$ cat src/rtl/resultado_uart_tx_if.sv
// Result bus from the processor core: the 14-bit result word and its capture strobe.
interface resultado_uart_tx_if;
  logic [13:0] resultado;
  logic        res_valid;

  modport master (output resultado, output res_valid);
  modport slave  (input  resultado, input  res_valid);
endinterface

$ cat src/rtl/resultado_uart_tx.sv
// Buffers processor results in a small FIFO and sends each one as two 8N1 UART bytes:
// {1, res[13:7]} then {0, res[6:0]}, so the host can find the high half.
module resultado_uart_tx #(
  parameter int CLKS_PER_BIT = 16,
  parameter int FIFO_DEPTH   = 4
) (
  input  logic                        clk,
  input  logic                        rst_n,
  resultado_uart_tx_if.slave          res,
  output logic                        tx,
  output logic                        busy,
  output logic                        overflow,
  output logic [$clog2(FIFO_DEPTH):0] fifo_count
);

  localparam int AW   = $clog2(FIFO_DEPTH);
  localparam int CNTW = AW + 1;
  localparam int CW   = $clog2(CLKS_PER_BIT);
  localparam logic [CW-1:0]   LAST_CLK = CW'(CLKS_PER_BIT - 1);
  localparam logic [CNTW-1:0] FULL_CNT = CNTW'(FIFO_DEPTH);

  typedef enum logic [1:0] {
    IDLE  = 2'd0,
    START = 2'd1,
    DATA  = 2'd2,
    STOP  = 2'd3
  } state_t;

  function automatic logic [7:0] frame_byte(input logic [13:0] word, input logic hi);
    logic [7:0] b;
    if (hi) begin
      b = {1'b1, word[13:7]};
    end else begin
      b = {1'b0, word[6:0]};
    end
    return b;
  endfunction

  state_t          state_r;
  state_t          state_s;
  logic [13:0]     mem_r [FIFO_DEPTH];
  logic [AW-1:0]   wr_ptr_r;
  logic [AW-1:0]   rd_ptr_r;
  logic [CNTW-1:0] count_r;
  logic            overflow_r;
  logic            busy_r;
  logic            tx_r;
  logic [CW-1:0]   clk_cnt_r;
  logic [2:0]      bit_idx_r;
  logic            hi_lo_r;
  logic [13:0]     hold_r;

  logic            bit_done_s;
  logic            fifo_empty_s;
  logic            fifo_full_s;
  logic            pop_s;
  logic            push_s;
  logic            drop_s;
  logic            tx_s;
  logic [7:0]      cur_byte_s;

  assign bit_done_s   = (clk_cnt_r == LAST_CLK);
  assign fifo_empty_s = (count_r == {CNTW{1'b0}});
  assign fifo_full_s  = (count_r == FULL_CNT);
  assign cur_byte_s   = frame_byte(hold_r, hi_lo_r);

  // State register
  always_ff @(posedge clk) begin
    if (!rst_n) begin
      state_r <= IDLE;
    end else begin
      state_r <= state_s;
    end
  end

  // Next-state logic; STOP chains straight into START for byte1 and for queued results
  always_comb begin
    state_s = state_r;
    case (state_r)
      IDLE: begin
        if (!fifo_empty_s) state_s = START;
        else               state_s = IDLE;
      end
      START: begin
        if (bit_done_s) state_s = DATA;
        else            state_s = START;
      end
      DATA: begin
        if (bit_done_s && (bit_idx_r == 3'd7)) state_s = STOP;
        else                                   state_s = DATA;
      end
      STOP: begin
        if (bit_done_s) begin
          if (hi_lo_r || !fifo_empty_s) state_s = START;
          else                          state_s = IDLE;
        end else begin
          state_s = STOP;
        end
      end
      default: state_s = IDLE;
    endcase
  end

  // Per-state outputs: serial level, FIFO pop, push/drop decision
  always_comb begin
    tx_s  = 1'b1;
    pop_s = 1'b0;
    case (state_r)
      IDLE: begin
        tx_s  = 1'b1;
        pop_s = !fifo_empty_s;
      end
      START: begin
        tx_s  = 1'b0;
        pop_s = 1'b0;
      end
      DATA: begin
        tx_s  = cur_byte_s[bit_idx_r];
        pop_s = 1'b0;
      end
      STOP: begin
        tx_s  = 1'b1;
        pop_s = bit_done_s && !hi_lo_r && !fifo_empty_s;
      end
      default: begin
        tx_s  = 1'b1;
        pop_s = 1'b0;
      end
    endcase
    // A full FIFO still accepts a word on the cycle it pops
    push_s = res.res_valid && (!fifo_full_s || pop_s);
    drop_s = res.res_valid && fifo_full_s && !pop_s;
  end

  // Bit timing, byte select and the holding register for the word in flight
  always_ff @(posedge clk) begin
    if (!rst_n) begin
      clk_cnt_r <= {CW{1'b0}};
      bit_idx_r <= 3'd0;
      hi_lo_r   <= 1'b0;
      hold_r    <= 14'd0;
    end else begin
      if ((state_r == IDLE) || bit_done_s) clk_cnt_r <= {CW{1'b0}};
      else                                 clk_cnt_r <= clk_cnt_r + CW'(1'b1);

      if (state_r != DATA) bit_idx_r <= 3'd0;
      else if (bit_done_s) bit_idx_r <= bit_idx_r + 3'd1;
      else                 bit_idx_r <= bit_idx_r;

      if (pop_s)                                  hi_lo_r <= 1'b1;
      else if ((state_r == STOP) && bit_done_s)   hi_lo_r <= 1'b0;
      else                                        hi_lo_r <= hi_lo_r;

      if (pop_s) hold_r <= mem_r[rd_ptr_r];
      else       hold_r <= hold_r;
    end
  end

  // FIFO storage
  always_ff @(posedge clk) begin
    if (push_s) mem_r[wr_ptr_r] <= res.resultado;
  end

  // FIFO pointers, occupancy and sticky overflow
  always_ff @(posedge clk) begin
    if (!rst_n) begin
      wr_ptr_r   <= {AW{1'b0}};
      rd_ptr_r   <= {AW{1'b0}};
      count_r    <= {CNTW{1'b0}};
      overflow_r <= 1'b0;
    end else begin
      if (push_s) wr_ptr_r <= wr_ptr_r + AW'(1'b1);
      if (pop_s)  rd_ptr_r <= rd_ptr_r + AW'(1'b1);
      case ({push_s, pop_s})
        2'b10:   count_r <= count_r + CNTW'(1'b1);
        2'b01:   count_r <= count_r - CNTW'(1'b1);
        default: count_r <= count_r;
      endcase
      if (drop_s) overflow_r <= 1'b1;
    end
  end

  // Registered line and busy; both lag the state by one cycle so they stay aligned
  always_ff @(posedge clk) begin
    if (!rst_n) begin
      tx_r   <= 1'b1;
      busy_r <= 1'b0;
    end else begin
      tx_r   <= tx_s;
      busy_r <= !fifo_empty_s || (state_r != IDLE);
    end
  end

  assign tx         = tx_r;
  assign busy       = busy_r;
  assign overflow   = overflow_r;
  assign fifo_count = count_r;

endmodule
$ cat src/flat_wrapper.sv
// flat-port wrapper written by rule: the top's interface ports become plain ports
module resultado_uart_tx_flat 
#(
  parameter int CLKS_PER_BIT = 16,
  parameter int FIFO_DEPTH   = 4
)
  (clk, rst_n, tx, busy, overflow, fifo_count, res_resultado, res_res_valid);
  resultado_uart_tx_if res_i ();
  input  logic clk;
  input  logic rst_n;
  output logic tx;
  output logic busy;
  output logic overflow;
  output logic [$clog2(FIFO_DEPTH):0] fifo_count;
  input wire logic [$bits(res_i.resultado)-1:0] res_resultado;
  input wire logic [$bits(res_i.res_valid)-1:0] res_res_valid;
  assign res_i.resultado = res_resultado;
  assign res_i.res_valid = res_res_valid;
  resultado_uart_tx #(.CLKS_PER_BIT(CLKS_PER_BIT), .FIFO_DEPTH(FIFO_DEPTH)) u_core (.clk(clk), .rst_n(rst_n), .res(res_i), .tx(tx), .busy(busy), .overflow(overflow), .fifo_count(fifo_count));
endmodule
$ cat config.mk
export PLATFORM = sky130hd
export DESIGN_NAME = resultado_uart_tx_flat
export DESIGN_NICKNAME = d
export VERILOG_FILES = /design/src/rtl/resultado_uart_tx_if.sv /design/src/rtl/resultado_uart_tx.sv /design/src/flat_wrapper.sv
export SDC_FILE = /design/constraint.sdc
export NUM_CORES = 1
export LEC_CHECK = 0
export ABC_AREA = 0
export BUFFER_PORTS_ARGS = -buffer_cell sky130_fd_sc_hd__buf_4
export CORE_MARGIN = 4
export CORE_UTILIZATION = 50
export DETAILED_ROUTE_END_ITERATION = 7
export PLACE_DENSITY = 0.73
export SETUP_SLACK_MARGIN = 0.05
export SLEW_MARGIN = 20
export SYNTH_ARGS = -nofsm -noshare
export SYNTH_HDL_FRONTEND = slang
export SYNTH_SLANG_ARGS = --single-unit
$ cat constraint.sdc
create_clock -name clk -period 2.9 [get_ports clk]
set_input_delay 0.58 -clock clk [delete_from_list [all_inputs] [get_ports clk]]
set_output_delay 0.58 -clock clk [all_outputs]
set_load 0.02 [all_outputs]
==> summary.md <==
| Metric | Value |
|---|---|
| Outcome | `finished, final reports clean` |
| Min-delay src | `res_resultado[11]` |
| Final #Nets | `between 300 and 400` |
| Largest net degree at the start of global routing | `31` |
| Core ar. | `7210 um^2` |
| Root Buffer | `clkbuf_8` |
| Placed cells | `approximately 360` |
| Die Span X | `94.1 um` |
| Yosys warning count | `0` |
| Async SR Flop Fraction | `0%` |
| Final setup TNS | `0 ps` |
| Int Pwr | `2.28 mW` |
| GRT overflow | `0` |
| Post-route insts no fill | `around 380` |
| Clock share of power | `23.3%` |
| CTS tree | `done` |
| First DRT Iteration DRCs | `47` |
| Overall Global Routing Usage | `approximately 15%` |
| Final critical-path share of the clock period | `between 90% and 100%` |
| CP Launch Point | `u_core.state_r[0]` |
| Number of max-cap violations | `0` |
| Post-synthesis register bit count | `90` |
| Setup repair bufs after CTS | `0` |
| Worst setup SP type | `flop` |
| Clk buf depth | `2` |
| Endpoints failing hold | `0` |
| Post-synth EDFFs | `56` |
| Final core utilization | `between 50 and 60%` |
| DR vias | `1920` |
| Post-synth top area share | `45.3%` |
| Via density | `5.08` |
| Slew @ Worst Pin | `764 ps` |
| Main area contributors after synthesis | `edfxtp_1 (45%), dfxtp_1 (18%), mux4_2 (9.1%)` |
| Site row count | `31` |
| Worst slew margin | `49.0%` |
| DP Wirelength | `3760 um` |
| Synth cell types | `35` |
| Worst Hold Class | `in2reg` |
| Drt drc | `0` |
| Gp weighted congestion | `0.758` |
| Comb power frac | `25.5%` |
| Clock Latency Late Sink | `~350 ps` |
| Switching Share | `29.5%` |
| Worst vdd ir | `roughly 0.41 mV` |
| PostCTS Resize Cnt | `0` |
| Post-Syn Area | `3710 um^2` |
| Fraction of layout cells with a size suffix above 1 | `a little under a quarter` |
| Crit path required time | `3170 ps` |
| Post-synthesis sequential area ratio | `between 60% and 70%` |
| WL per Instance | `~15 um` |
| H-Tree Depth | `3` |
| P_sw | `0.955 mW` |
| Seq pwr share | `about half` |
| Final Setup Violations | `0` |
| Reg2reg start | `u_core.state_r[0]` |
| Clk sinks | `90` |
| Initial antenna violation count | `0` |
| Leak | `1.50 nW` |
| Die area | `8860 um^2` |
| Most common flop cell mapped by yosys | `edfxtp_1` |
| Skew final | `slightly above 9 ps` |
| Tmin final | `2620 ps` |
| Die span in y | `approximately 94 um` |
| PortBufs | `22` |
| Worst-path fanout max | `4` |
| Hold WS | `about 420 ps` |
| Antenna-violating nets left | `0` |
| First-pass iteration count of the detailed router | `4` |
| Hold_buf cts | `0` |
| Antenna diodes | `0` |
| Worst setup EP type | `flop` |
| Area Overhead vs Synth | `12.3%` |
| Net Count, Synth | `roughly 270` |
| Area leader, netlist | `edfxtp_1` |
| Pwr/cell area | `777 nW/um^2` |
| Syn_area_per_cell | `15.2 um^2` |
| Syn Inst Count | `between 200 and 250` |
| Max Fclk | `between 300 and 400 MHz` |
| Total Wirelength | `5800 um` |
| Crit path DAT | `just under 3000 ps` |
| Top Ports | `23` |
| Pins Over Slew Limit | `0` |
| Crit Path Class | `reg2reg` |
| Vias in the first global route | `1930` |
| RSZ-0062 raised after global routing | `no` |
| Total CTS buffers | `9` |
| Clock transition at path regs | `90 ps` |
| First-pass GRT wire length | `9690 um` |
| Initial core utilization | `about half` |
## power groups by stage
stage	sequential (mW)	clock (mW)	combinational, mW
2_1_floorplan	1.66	0	0.644
3_3_place_gp	1.68	0	0.820
3_5_place_dp	1.69	0	0.838
4_1_cts	1.66	0.779	0.841
5_1_grt	1.68	0.834	0.924
6_report	1.66	0.754	0.824
## sequential cells by signal, indices dropped and copies added (netlist names)
signal	flops
u_core.mem_r	56
u_core.tx	1
u_core.bit_idx_r	3
u_core.clk_cnt_r	4
u_core.overflow	1
u_core.wr_ptr_r	2
u_core.state_r	2
u_core.rd_ptr_r	2
u_core.hi_lo_r	1
u_core.busy	1
u_core.hold_r	14
u_core.fifo_count	3
## kinds of logic (layout without fill, tap and decap cells)
| logic type | Yosys count | after routing | share of synthesized area, % |
|---|---|---|---|
| and+or+nand+nor | 51 | 51 | 7.35 |
| xor gates and xnor gates | 5 | 5 | 1.18 |
| adders and majority gates | 13 | 13 | 4.59 |
| DFF | 90 | 90 | 63.7 |
| buffers and inverters | 26 | 61 | 3.27 |
| AOI/OAI and AO/OA | 25 | 25 | 4.79 |
| muxes | 34 | 34 | 15.1 |
## per-stage QoR
| stage | setup slack [ps] | cell area [um^2] | power, mW |
|---|---|---|---|
| finish | 279 | 4170 | 3.23 |
| global route | 89.2 | 4170 | 3.44 |
| CTS | 276 | 4170 | 3.28 |
| detailed placement | 281 | 3990 | 2.52 |
| global placement | 460 | 3990 | 2.50 |
| floorplan | 433 | 3710 | 2.31 |
## synth_stat cells, drive strengths merged (3+ instances only)
master,number
and3,4
mux4,17
nor2b,16
a21oi,4
nand2,9
nor2,11
dfxtp,34
and2,3
inv,16
edfxtp,56
nand3,3
ha,12
o21ai,7
clkbuf,5
xor2,3
mux2i,17
or3,3
buf,5
a21boi,4
o21a,3
## cell type report
class | instances | area (um^2)
Fill cell | 586 | 3050
Sequential cell | 90 | 2360
Multi-Input combinational cell | 128 | 1220
Clock buffer | 9 | 124
Clock inverter | 7 | 52.6
Inverter | 16 | 60.1
Timing Repair Buffer | 29 | 218
Tap cell | 99 | 124
## final timing paths
| path | end | slack (ps) | cells after the start |
|---|---|---|---|
| worst max-delay path | u_core.fifo_count[2] | 280 | 12 |
| worst min-delay path | u_core.mem_r[3][11] | 420 | 1 |
| worst max register to register | u_core.fifo_count[2] | 280 | 12 |
| worst min register to register | u_core.clk_cnt_r[0] | 460 | 1 |
## layout by cell type (no fill, tap or decap), types with 3 or more instances in the layout
master / instances
o21ai_0: 7
inv_1: 15
nor2_1: 11
dfxtp_1: 34
buf_4: 29
nor2b_1: 15
a21boi_0: 4
and2_1: 3
mux4_2: 15
o21a_1: 3
mux2i_1: 17
and3_1: 4
or3_1: 3
nand3_1: 3
ha_1: 12
xor2_1: 3
a21oi_1: 4
edfxtp_1: 56
nand2_1: 9
clkbuf_8: 9
## routing by layer
layer	wire, um	up-vias	GRT usage (%)
met5	0	-	0
met4	102	0	6.98
met3	133	10	3.21
met2	2820	22	23.2
met1	2750	923	19.2
li1	-	965	-
## worst max-delay path, cell delays in order, from the launching register on
cell	delay, ps
dfxtp_1	380
inv_1	70
ha_1	250
inv_1	130
o2111ai_1	150
and2_1	220
inv_1	60
ha_1	170
inv_1	60
fa_1	370
xor2_1	180
or3_1	310
a21boi_0	190
(Power assumes the default switching activity.)
